<file path="config.mk">
export PLATFORM = sky130hd
export DESIGN_NAME = featuremap_channel_accumulator
export DESIGN_NICKNAME = d
export VERILOG_FILES = /design/src/rtl/featuremap_pkg.sv /design/src/rtl/fp32_add.sv /design/src/rtl/featuremap_channel_accumulator.sv
export SDC_FILE = /design/constraint.sdc
export NUM_CORES = 2
export LEC_CHECK = 0
export ABC_CLOCK_PERIOD_IN_PS = 64700
export BUFFER_PORTS_ARGS = -buffer_cell sky130_fd_sc_hd__clkbuf_2
export CAP_MARGIN = 20
export CORE_MARGIN = 2
export CORE_UTILIZATION = 55
export DETAILED_ROUTE_END_ITERATION = 7
export HOLD_SLACK_MARGIN = 0.08
export PLACE_DENSITY = 0.77
export SETUP_SLACK_MARGIN = 0.05
export SYNTH_ARGS = -nofsm -noshare
export SYNTH_HDL_FRONTEND = slang
export SYNTH_SLANG_ARGS = --single-unit
export TNS_END_PERCENT = 100
</file>
<file path="constraint.sdc">
create_clock -name clk -period 64.7 [get_ports clk]
set_input_delay 3.235 -clock clk [delete_from_list [all_inputs] [get_ports clk]]
set_output_delay 3.235 -clock clk [all_outputs]
set_load 0.01 [all_outputs]
</file>
<file path="src/rtl/featuremap_pkg.sv">
// Shared types and helpers for the feature-map channel accumulator.
package featuremap_pkg;

    localparam int DATA_W = 32;

    typedef logic [DATA_W-1:0] fp32_t;

    localparam fp32_t FP32_ZERO = '0;

    typedef enum logic [1:0] {
        IDLE = 2'd0,
        ACC  = 2'd1,
        OUT  = 2'd2
    } acc_state_t;

    function automatic int pix_cnt_w(input int width);
        return (width * width > 1) ? $clog2(width * width) : 1;
    endfunction

endpackage

</file>
<file path="src/rtl/fp32_add.sv">
// Combinational IEEE-754 single-precision adder, round-to-nearest-even.
module fp32_add
    import featuremap_pkg::*;
(
    input  fp32_t a_i,
    input  fp32_t b_i,
    output fp32_t sum_o
);

    logic        swap;
    fp32_t       x;
    fp32_t       y;
    logic [9:0]  ex;
    logic [9:0]  ey;
    logic [9:0]  d;
    logic [9:0]  exp_r;
    logic [9:0]  sft;
    logic [26:0] mx;
    logic [26:0] my;
    logic [26:0] my_sh;
    logic [53:0] sh_t;
    logic [27:0] s;
    logic [26:0] sn;
    logic [4:0]  lz;
    logic        found;
    logic        rnd;
    logic [24:0] mr;
    logic        a_nan;
    logic        b_nan;
    logic        a_inf;
    logic        b_inf;
    fp32_t       res;

    always_comb begin
        swap  = b_i[30:0] > a_i[30:0];
        x     = swap ? b_i : a_i;
        y     = swap ? a_i : b_i;
        ex    = (x[30:23] == 8'd0) ? 10'd1 : {2'b0, x[30:23]};
        ey    = (y[30:23] == 8'd0) ? 10'd1 : {2'b0, y[30:23]};
        mx    = {x[30:23] != 8'd0, x[22:0], 3'b000};
        my    = {y[30:23] != 8'd0, y[22:0], 3'b000};
        d     = ex - ey;
        // shifted-out bits collapse into the sticky bit
        sh_t  = {my, 27'b0} >> ((d > 10'd27) ? 10'd27 : d);
        my_sh = sh_t[53:27] | {26'b0, |sh_t[26:0]};
        if (x[31] == y[31]) s = {1'b0, mx} + {1'b0, my_sh};
        else                s = {1'b0, mx} - {1'b0, my_sh};
        lz    = 5'd0;
        found = 1'b0;
        sft   = 10'd0;
        exp_r = ex;
        if (s[27]) begin
            sn    = {s[27:2], s[1] | s[0]};
            exp_r = ex + 10'd1;
        end else begin
            sn = s[26:0];
            for (int i = 26; i >= 0; i--) begin
                if (!found) begin
                    if (sn[i]) found = 1'b1;
                    else       lz = lz + 5'd1;
                end
            end
            sft   = ({5'b0, lz} < ex - 10'd1) ? {5'b0, lz} : ex - 10'd1;
            sn    = sn << sft;
            exp_r = ex - sft;
        end
        rnd = sn[2] & (sn[1] | sn[0] | sn[3]);
        mr  = {1'b0, sn[26:3]} + {24'b0, rnd};
        if (mr[24]) begin
            mr    = mr >> 1;
            exp_r = exp_r + 10'd1;
        end
        if (exp_r >= 10'd255) res = {x[31], 8'hFF, 23'b0};
        else res = {x[31], mr[23] ? exp_r[7:0] : 8'h00, mr[22:0]};
        if (s == 28'd0) res = {x[31] & y[31], 31'b0};
        a_nan = (&a_i[30:23]) & (|a_i[22:0]);
        b_nan = (&b_i[30:23]) & (|b_i[22:0]);
        a_inf = (&a_i[30:23]) & ~(|a_i[22:0]);
        b_inf = (&b_i[30:23]) & ~(|b_i[22:0]);
        if (a_nan | b_nan | (a_inf & b_inf & (a_i[31] != b_i[31])))
            res = 32'h7FC00000;
        else if (a_inf)
            res = a_i;
        else if (b_inf)
            res = b_i;
    end

    assign sum_o = res;

endmodule

</file>
<file path="src/rtl/featuremap_channel_accumulator.sv">
// Serial bias + channel fp32 summation into one output-map pixel.
// Define FEATUREMAP_ACC_RELU_EN to apply ReLU on the output register input.
module featuremap_channel_accumulator
    import featuremap_pkg::*;
#(
    parameter int          DATA_WIDTH = 32,
    parameter int          NUM_CH     = 16,
    parameter int          WIDTH      = 56,
    parameter logic [31:0] BIAS       = 32'h00000000
) (
    input  logic                         clk,
    input  logic                         rst,
    input  logic [NUM_CH*DATA_WIDTH-1:0] in_data,
    input  logic                         in_valid,
    output logic                         in_ready,
    input  logic [$clog2(NUM_CH+1)-1:0]  cfg_num_ch,
    output logic [DATA_WIDTH-1:0]        out_data,
    output logic                         out_valid,
    input  logic                         out_ready,
    output logic                         out_last
);

    localparam int CW = $clog2(NUM_CH + 1);
    localparam int PW = pix_cnt_w(WIDTH);
    localparam logic [CW-1:0] NMAX = CW'(NUM_CH);
    localparam logic [PW-1:0] LAST = PW'(WIDTH * WIDTH - 1);

    acc_state_t                   state_q, state_d;
    logic [NUM_CH*DATA_WIDTH-1:0] buf_q, buf_d;
    fp32_t                        acc_q, acc_d;
    fp32_t                        out_q, out_d;
    logic [CW-1:0]                idx_q, idx_d;
    logic [CW-1:0]                n_q, n_d;
    logic [PW-1:0]                pix_q, pix_d;
    logic                         rdy_q;
    logic [CW-1:0]                n_cap;
    logic                         take;
    fp32_t                        sum;

    function automatic fp32_t post(input fp32_t v);
`ifdef FEATUREMAP_ACC_RELU_EN
        return v[31] ? FP32_ZERO : v;
`else
        return v;
`endif
    endfunction

    fp32_add u_add (
        .a_i  (acc_q),
        .b_i  (buf_q[idx_q*DATA_WIDTH +: DATA_WIDTH]),
        .sum_o(sum)
    );

    assign in_ready  = ((state_q == IDLE) & rdy_q) |
                       ((state_q == OUT) & out_ready);
    assign take      = in_valid & in_ready;
    assign n_cap     = (cfg_num_ch > NMAX) ? NMAX : cfg_num_ch;
    assign out_valid = (state_q == OUT);
    assign out_data  = out_q;
    assign out_last  = (state_q == OUT) & (pix_q == LAST);

    always_comb begin
        state_d = state_q;
        buf_d   = buf_q;
        acc_d   = acc_q;
        out_d   = out_q;
        idx_d   = idx_q;
        n_d     = n_q;
        pix_d   = pix_q;
        unique case (state_q)
            IDLE: ;
            ACC: begin
                acc_d = sum;
                idx_d = idx_q + CW'(1);
                if (idx_q == n_q - CW'(1)) begin
                    state_d = OUT;
                    out_d   = post(sum);
                end
            end
            OUT: begin
                if (out_ready) begin
                    pix_d   = (pix_q == LAST) ? '0 : pix_q + PW'(1);
                    state_d = IDLE;
                end
            end
            default: state_d = IDLE;
        endcase
        // capture may coincide with the OUT handshake for back-to-back pixels
        if (take) begin
            buf_d = in_data;
            n_d   = n_cap;
            acc_d = BIAS;
            idx_d = '0;
            if (n_cap == '0) begin
                state_d = OUT;
                out_d   = post(BIAS);
            end else begin
                state_d = ACC;
            end
        end
    end

    always_ff @(posedge clk) begin
        if (rst) begin
            state_q <= IDLE;
            buf_q   <= '0;
            acc_q   <= FP32_ZERO;
            out_q   <= FP32_ZERO;
            idx_q   <= '0;
            n_q     <= '0;
            pix_q   <= '0;
            rdy_q   <= 1'b0;
        end else begin
            state_q <= state_d;
            buf_q   <= buf_d;
            acc_q   <= acc_d;
            out_q   <= out_d;
            idx_q   <= idx_d;
            n_q     <= n_d;
            pix_q   <= pix_d;
            rdy_q   <= 1'b1;
        end
    end

endmodule

</file>
## Yosys cells after proc, flatten, opt, wreduce, memory -nomap -nowiden

Index checks and enable logic that the tools add are counted.

- Add/sub/neg operators: 37
- Order comparisons: 5
- Eq/ne operators: 9
- Shifts and indexed selects: 3
- Mux-type cells: 186
- Bitwise operators: 21
- Reductions and logical operators: 15

Operator list:

| operator | number |
|---|---|
| 512-bit by 11-bit variable part select with 32-bit output | 1 |
| 5-bit two-way mux | 80 |
| 32-bit two-way mux | 10 |
| 5-bit by 1-bit adder with 5-bit output, second input constant | 27 |
| 1-bit two-way mux | 79 |
| 54-bit by 10-bit >> shifter with 54-bit output | 1 |
| 23-bit OR reduction | 2 |
| 10-bit two-way mux | 4 |
| 31-bit > comparator | 1 |
| 31-bit two-way mux | 1 |
| 27-bit by 27-bit adder with 28-bit output | 1 |
| 28-bit logical NOT | 1 |
| 28-bit two-way mux | 1 |
| 27-bit by 27-bit subtractor with 28-bit output | 1 |
| 27-bit two-way mux | 1 |
| 27-bit by 1-bit bitwise OR with 27-bit output | 1 |
| 27-bit OR reduction | 1 |
| 27-bit by 10-bit << shifter with 27-bit output | 1 |
| 24-bit by 1-bit adder with 25-bit output | 1 |
| 24-bit two-way mux | 1 |
| 8-bit two-way mux | 3 |
| 10-bit by 1-bit adder with 10-bit output, second input constant | 2 |
| 10-bit subtractor | 2 |
| 8-bit logical NOT | 2 |
| other kinds (29) | 51 |

- Flip-flop bits (word level): 601
- Output and inout bits: 35
- Logic and storage cells: 284

## Logic depth before layout (Yosys ltp)

- Depth after elaboration: 138
- Depth in mapped cells: 161
- Gate-level depth less buffers: 144

## Modules after synthesis

A second synthesis with hierarchy kept.

- Cells, all modules: 5546
- Area, all modules: 40895.5 um2

Modules (own cells, without submodules):

| module | times used | cells each | area each (um2) |
|---|---|---|---|
| featuremap_channel_accumulator | 1 | 3125 | 25505.7 |
| fp32_add | 1 | 2421 | 15389.8 |

## Worst setup path before layout

Ideal clock, no wire load.

- Kind: register to register
- From: register idx_q[3]
- To: register out_q[10] (netlist: out_data[10])
- Arrival: 29.392 ns
- Setup slack: 35.191 ns
- Stages on the path, launching flop included: 152
- Path buffers: 19
- Clock period less this slack: 29.509 ns
- Cell sequence: dfxtp_1 -> clkbuf_1 -> clkbuf_1 -> clkbuf_1 -> clkbuf_1 -> clkbuf_1 -> a211oi_1 -> ha_1 -> nand4_1 -> nor4_1 -> a211o_1 -> o21a_1 -> and2_1 -> clkbuf_1 -> clkbuf_1 -> clkbuf_1 -> buf_1 -> nor2_1 -> (+116 left out) -> ha_1 -> nor2b_1 -> o21ai_0 -> nand2b_1 -> a21o_1 -> a21o_1 -> mux2i_1 -> xnor2_1 -> nand4b_1 -> a21oi_1 -> nand2_1 -> or4_1 -> o211ai_2 -> a32oi_4 -> and4_1 -> buf_2 -> buf_6 -> a22o_1

- Word-level cells in the longest chain between the ends: 138

RTL lines:

| item | line | text |
|---|---|---|
| start: declaration | featuremap_channel_accumulator.sv:32 | `logic [CW-1:0] idx_q, idx_d;` |
| start signal: assignment | featuremap_channel_accumulator.sv:118 | `idx_q <= idx_d;` |
| 512-bit by 11-bit variable part select with 32-bit output | featuremap_channel_accumulator.sv:50 | `.b_i (buf_q[idx_q*DATA_WIDTH +: DATA_WIDTH]),` |
| 31-bit > comparator | fp32_add.sv:35 | `swap = b_i[30:0] > a_i[30:0];` |
| 32-bit two-way mux (on tied branches) | fp32_add.sv:36, fp32_add.sv:37 |  |
| 8-bit logical NOT (on tied branches) | fp32_add.sv:38, fp32_add.sv:39 |  |
| 8-bit two-way mux (on tied branches) | fp32_add.sv:38, fp32_add.sv:39 |  |
| 10-bit subtractor | fp32_add.sv:42 | `d = ex - ey;` |
| 10-bit by 5-bit > comparator with 1-bit output | fp32_add.sv:44 | `sh_t = {my, 27'b0} >> ((d > 10'd27) ? 10'd27 : d);` |
| 10-bit two-way mux | fp32_add.sv:44 |  |
| (+122 left out) | - |  |
| 32-bit two-way mux | fp32_add.sv:75 | `if (s == 28'd0) res = {x[31] & y[31], 31'b0};` |
| 32-bit two-way mux | fp32_add.sv:84 | `else if (b_inf)` |
| 32-bit two-way mux | fp32_add.sv:82 | `else if (a_inf)` |
| 32-bit two-way mux | fp32_add.sv:80 | `if (a_nan \| b_nan \| (a_inf & b_inf & (a_i[31] != b_i[31])))` |
| 32-bit two-way mux (*) | featuremap_channel_accumulator.sv:75 | `if (idx_q == n_q - CW'(1)) begin` |
| 32-bit two-way mux (*) | featuremap_channel_accumulator.sv:70 | `unique case (state_q)` |
| 32-bit two-way mux | featuremap_channel_accumulator.sv:94 | `if (n_cap == '0) begin` |
| 32-bit two-way mux (*) | featuremap_channel_accumulator.sv:89 | `if (take) begin` |
| end signal: assignment | featuremap_channel_accumulator.sv:117 | `out_q <= out_d;` |
| end: declaration | featuremap_channel_accumulator.sv:31 | `fp32_t out_q, out_d;` |

Every way passes the cells marked *; elsewhere a longest branch is shown, timed or not. The select of a mux whose other input is x is not followed.
A chain may end at the register's enable or synchronous reset.

## Final worst setup path

- From: register idx_q[0]
- To: register acc_q[19]

- Word-level cells in the longest chain between the ends: 134

RTL lines:

| item | line | text |
|---|---|---|
| 512-bit by 11-bit variable part select with 32-bit output (*) | featuremap_channel_accumulator.sv:50 |  |
| 31-bit > comparator | fp32_add.sv:35 |  |
| 32-bit two-way mux (on tied branches) | fp32_add.sv:36, fp32_add.sv:37 |  |
| 8-bit logical NOT (on tied branches) | fp32_add.sv:38, fp32_add.sv:39 |  |
| 8-bit two-way mux (on tied branches) | fp32_add.sv:38, fp32_add.sv:39 |  |
| 10-bit subtractor | fp32_add.sv:42 |  |
| 10-bit by 5-bit > comparator with 1-bit output | fp32_add.sv:44 |  |
| 10-bit two-way mux | fp32_add.sv:44 |  |
| (+118 left out) | - |  |
| 24-bit by 1-bit adder with 25-bit output | fp32_add.sv:68 | `mr = {1'b0, sn[26:3]} + {24'b0, rnd};` |
| 10-bit two-way mux | fp32_add.sv:69 | `if (mr[24]) begin` |
| 10-bit by 8-bit >= comparator with 1-bit output | fp32_add.sv:73 | `if (exp_r >= 10'd255) res = {x[31], 8'hFF, 23'b0};` |
| 31-bit two-way mux | fp32_add.sv:73 |  |
| 32-bit two-way mux | fp32_add.sv:75 |  |
| 32-bit two-way mux | fp32_add.sv:84 |  |
| 32-bit two-way mux | fp32_add.sv:82 |  |
| 32-bit two-way mux (*) | fp32_add.sv:80 |  |
| end signal: assignment | featuremap_channel_accumulator.sv:107 | `acc_q <= FP32_ZERO;` |
| end signal: assignment | featuremap_channel_accumulator.sv:116 | `acc_q <= acc_d;` |
| end: declaration | featuremap_channel_accumulator.sv:30 | `fp32_t acc_q, acc_d;` |

Marks and branches as above.

==> results by group <==
Worst setup path
  • CP endpoint kind: register
  • Startpoint of the worst register-to-register path: idx_q[0]$_SDFFE_PP0P_
  • Maximum fanout along the worst path: 86
  • Worst reg2reg path endpoint: acc_q[19]$_SDFFE_PP0P_
  • CP most frequent cell: sky130_fd_sc_hd__ha_1
  • Largest stage delay on the critical path: 950 ps
  • Master of the slowest instance on the critical path: sky130_fd_sc_hd__a222oi_1
  • Worst r2r path cells: 133
  • Worst Path Class, Setup: reg -> reg
  • Data arrival time at the worst-slack endpoint: 37780 ps
  • Startpoint type of the worst setup path: register
  • Worst setup slack for register-to-register paths: 27490 ps
  • Endpoint required time on the critical path: 65270 ps

Clocking
  • Number of buffers on the longest clock path: 3
  • Hold Buf Count CTS: 0
  • Number of gates resized after CTS: 0
  • Number of sinks driven by the clock tree: 601
  • Clk pin slew, worst setup/hold paths: 60 ps
  • H-tree Lvls: 2
  • TritonCTS clock tree: done
  • Later-pin clock latency in the skew report: 640 ps
  • Buffers inserted by post-CTS timing repair: 0
  • Number of buffers created by CTS: 60
  • Clock root buffer master: sky130_fd_sc_hd__clkbuf_16

Synth
  • Net count of the mapped netlist: 5922
  • Post-synth EDFFs: 0
  • Area contributors post-synth: sky130_fd_sc_hd__dfxtp_1 30%, sky130_fd_sc_hd__nand2_1 12%, sky130_fd_sc_hd__a21oi_1 9.4%
  • Number of unique standard cell types used by synthesis: 121
  • Largest area contributor in the synthesized netlist: sky130_fd_sc_hd__dfxtp_1
  • Syn_area_per_cell: 7.59 sq um
  • Number of warnings issued by yosys: 0
  • Ys flop type: sky130_fd_sc_hd__dfxtp_1
  • Post-synth top area share: 0.301
  • Sequential fraction of the synthesis area: 0.301
  • #FFs+latches synth: 601
  • Post-synthesis cell area: 0.0400 sq mm
  • Fraction of synthesis flops using an asynchronous set or reset pin: 0
  • Instance count of the mapped netlist: 5267

STA
  • Setup repair after global routing missed its margin: no
  • Transition time of the tightest slew-check pin: 1320 ps
  • Number of setup violations in the final report: 0
  • Worst-case hold slack: 452 ps
  • Tightest slew margin relative to the limit: 0.120
  • Max Clk Rate: 0.0269 GHz
  • Final hold violations: 0
  • Total Neg Setup Slack: 0 ps
  • Clock Skews: 17.5 ps
  • Pins over their slew limit: 0
  • Final period utilization: 0.575
  • Final period demand of the worst path: 37210 ps

Final layout
  • Most common cell after layout, fill and taps aside: sky130_fd_sc_hd__nand2_1
  • Area added between synthesis and finish: 12.6%
  • Multi-input combinational cell area: 0.0259 sq mm
  • Net count of the finished layout: 6237
  • Register cell area after layout: 0.0120 sq mm
  • Number of inserted filler cells in the final layout: 6507
  • Fraction of final layout cells sized beyond drive strength 1: 0.173
  • Commonest cells after routing, fill and taps aside: 1325 x sky130_fd_sc_hd__nand2_1, 754 x sky130_fd_sc_hd__a21oi_1, 596 x sky130_fd_sc_hd__dfxtp_1

Die
  • Overall die area: 0.0748 sq mm
  • Initial standard-cell utilization of the core: 0.557
  • Core ar.: 0.0717 sq mm
  • Placement row count: 98
  • Height of the chip: 274 um
  • Die W: 274 um
  • I/O pin total: 556

Drt
  • Wire length per cell: 24.4 um
  • Residual antenna-violating net count after detailed routing: 0
  • Via Count: 42214
  • Number of detailed-routing iterations run before antenna repair: 8
  • Detailed router's first-iteration violation count: 5322
  • Post-route DRC: 0
  • Final wirelength: 161000 um
  • Vias per cell: 6.41

Min path
  • Hold_sp: buf_q[146]$_SDFFE_PP0P_
  • Hold Path Depth: 2
  • End point of the most critical hold path: buf_q[146]$_SDFFE_PP0P_
  • Hold Crit Class: reg -> reg

GRT
  • Vias in the first global route: 39144
  • Wire length of the first global-routing pass: 238000 um
  • Pin count of the biggest net entering global routing: 240
  • Number of antenna violations at the first check in global routing: 7
  • Total GRT Usage: 0.414
  • Global route overflow: 0

Run status
  • Status: complete, no violations

Place
  • Detailed placer's ending HPWL: 124000 um
  • Buffers added on ports: 555
  • GPL Wtd Cong: 1.07

Run
  • Maximum capacitance violations: 0
==> critical path, delay by kind of cell (launching register included) <==
| family | cells | cell delay (ps) |
|---|---|---|
| and+or+nand+nor | 36 | 9880 |
| adders and majority gates | 17 | 5300 |
| xor gates and xnor gates | 8 | 2140 |
| buffers and inverters | 8 | 3410 |
| DFF | 1 | 840 |
| muxes | 12 | 2740 |
| AOI/OAI and AO/OA | 52 | 12700 |
==> routing by layer <==
metal,global-route usage,vias to the layer above,share of wire
met5,0,-,0.00037
met4,0.282,8,0.080
met3,0.0703,514,0.091
met2,0.649,2343,0.44
met1,0.522,19956,0.38
li1,-,19393,-
==> synthesized netlist by cell type (25+ instances only) <==
cell                          n
sky130_fd_sc_hd__ha_1       131
sky130_fd_sc_hd__and2_1      39
sky130_fd_sc_hd__mux2i_1    105
sky130_fd_sc_hd__nor2b_1     43
sky130_fd_sc_hd__o211ai_1    31
sky130_fd_sc_hd__xnor2_1     75
sky130_fd_sc_hd__a21o_1      35
sky130_fd_sc_hd__mux2_2      25
sky130_fd_sc_hd__a21boi_0    28
sky130_fd_sc_hd__and3_1      52
sky130_fd_sc_hd__nand4_1     59
sky130_fd_sc_hd__o21ai_0    174
sky130_fd_sc_hd__dfxtp_1    601
sky130_fd_sc_hd__nor2_1     282
sky130_fd_sc_hd__inv_1      140
sky130_fd_sc_hd__a22o_1      26
sky130_fd_sc_hd__nor3_1      78
sky130_fd_sc_hd__nand2b_1    30
sky130_fd_sc_hd__nor4_1      61
sky130_fd_sc_hd__a31oi_1     27
sky130_fd_sc_hd__buf_2       35
sky130_fd_sc_hd__mux4_2     129
sky130_fd_sc_hd__a211oi_1    88
sky130_fd_sc_hd__xor2_1      37
sky130_fd_sc_hd__nand2_1   1326
sky130_fd_sc_hd__a21oi_1    754
sky130_fd_sc_hd__clkbuf_1   290
sky130_fd_sc_hd__nand3_1     88
==> flip-flops by register name (all words and copies together) (netlist names) <==
register  flops
n_q           5
out_data     32
pix_q        12
buf_q       512
acc_q        32
rdy_q         1
idx_q         5
state_q       2
==> metrics by stage <==
stage,utilization,instances,area (sq um),setup WS [ps]
floorplan,-,5267,40000,35190
global placement,0.598,6467,42900,28480
detailed placement,0.598,6467,42900,28130
CTS,0.627,6573,44900,27960
global route,0.627,6579,45000,24510
finish,0.627,6582,45000,27490
==> cells by family after synthesis <==
| kind of cell | after synthesis | share of synthesized area |
|---|---|---|
| buffers and inverters | 509 | 0.0526 |
| XOR/XNOR | 118 | 0.0278 |
| adder cells (fa/ha/maj) | 135 | 0.0428 |
| flip-flops | 601 | 0.301 |
| other | 1 | 0.0000939 |
| AND/OR/NAND/NOR | 2171 | 0.239 |
| AO/OA/AOI/OAI | 1471 | 0.229 |
| multiplexers | 261 | 0.107 |
==> how the worst max path moves through the flow <==
stage	startpoint	depth (start not counted)	slack, ps	end
finish	idx_q[0]$_SDFFE_PP0P_	133	27490	acc_q[19]$_SDFFE_PP0P_
floorplan	idx_q[3]$_SDFFE_PP0P_	151	35190	out_data[10]$_SDFF_PP0_
detailed placement	idx_q[0]$_SDFFE_PP0P_	134	28130	acc_q[19]$_SDFFE_PP0P_
global route	idx_q[0]$_SDFFE_PP0P_	138	24510	acc_q[19]$_SDFFE_PP0P_
global placement	idx_q[0]$_SDFFE_PP0P_	137	28480	acc_q[19]$_SDFFE_PP0P_
CTS	idx_q[0]$_SDFFE_PP0P_	134	27960	acc_q[19]$_SDFFE_PP0P_
==> cell type report <==
class,instances,share of cell area
Antenna cell,6,0.000334
Timing Repair Buffer,618,0.0731
Clock buffer,84,0.0380
Sequential cell,601,0.268
Multi-Input combinational cell,4157,0.575
Clock inverter,22,0.00706
Inverter,144,0.0120
Tap cell,950,0.0264
Power is not shown: default switching activity piles up to over one toggle a cycle in this logic, so the estimate is an artifact.
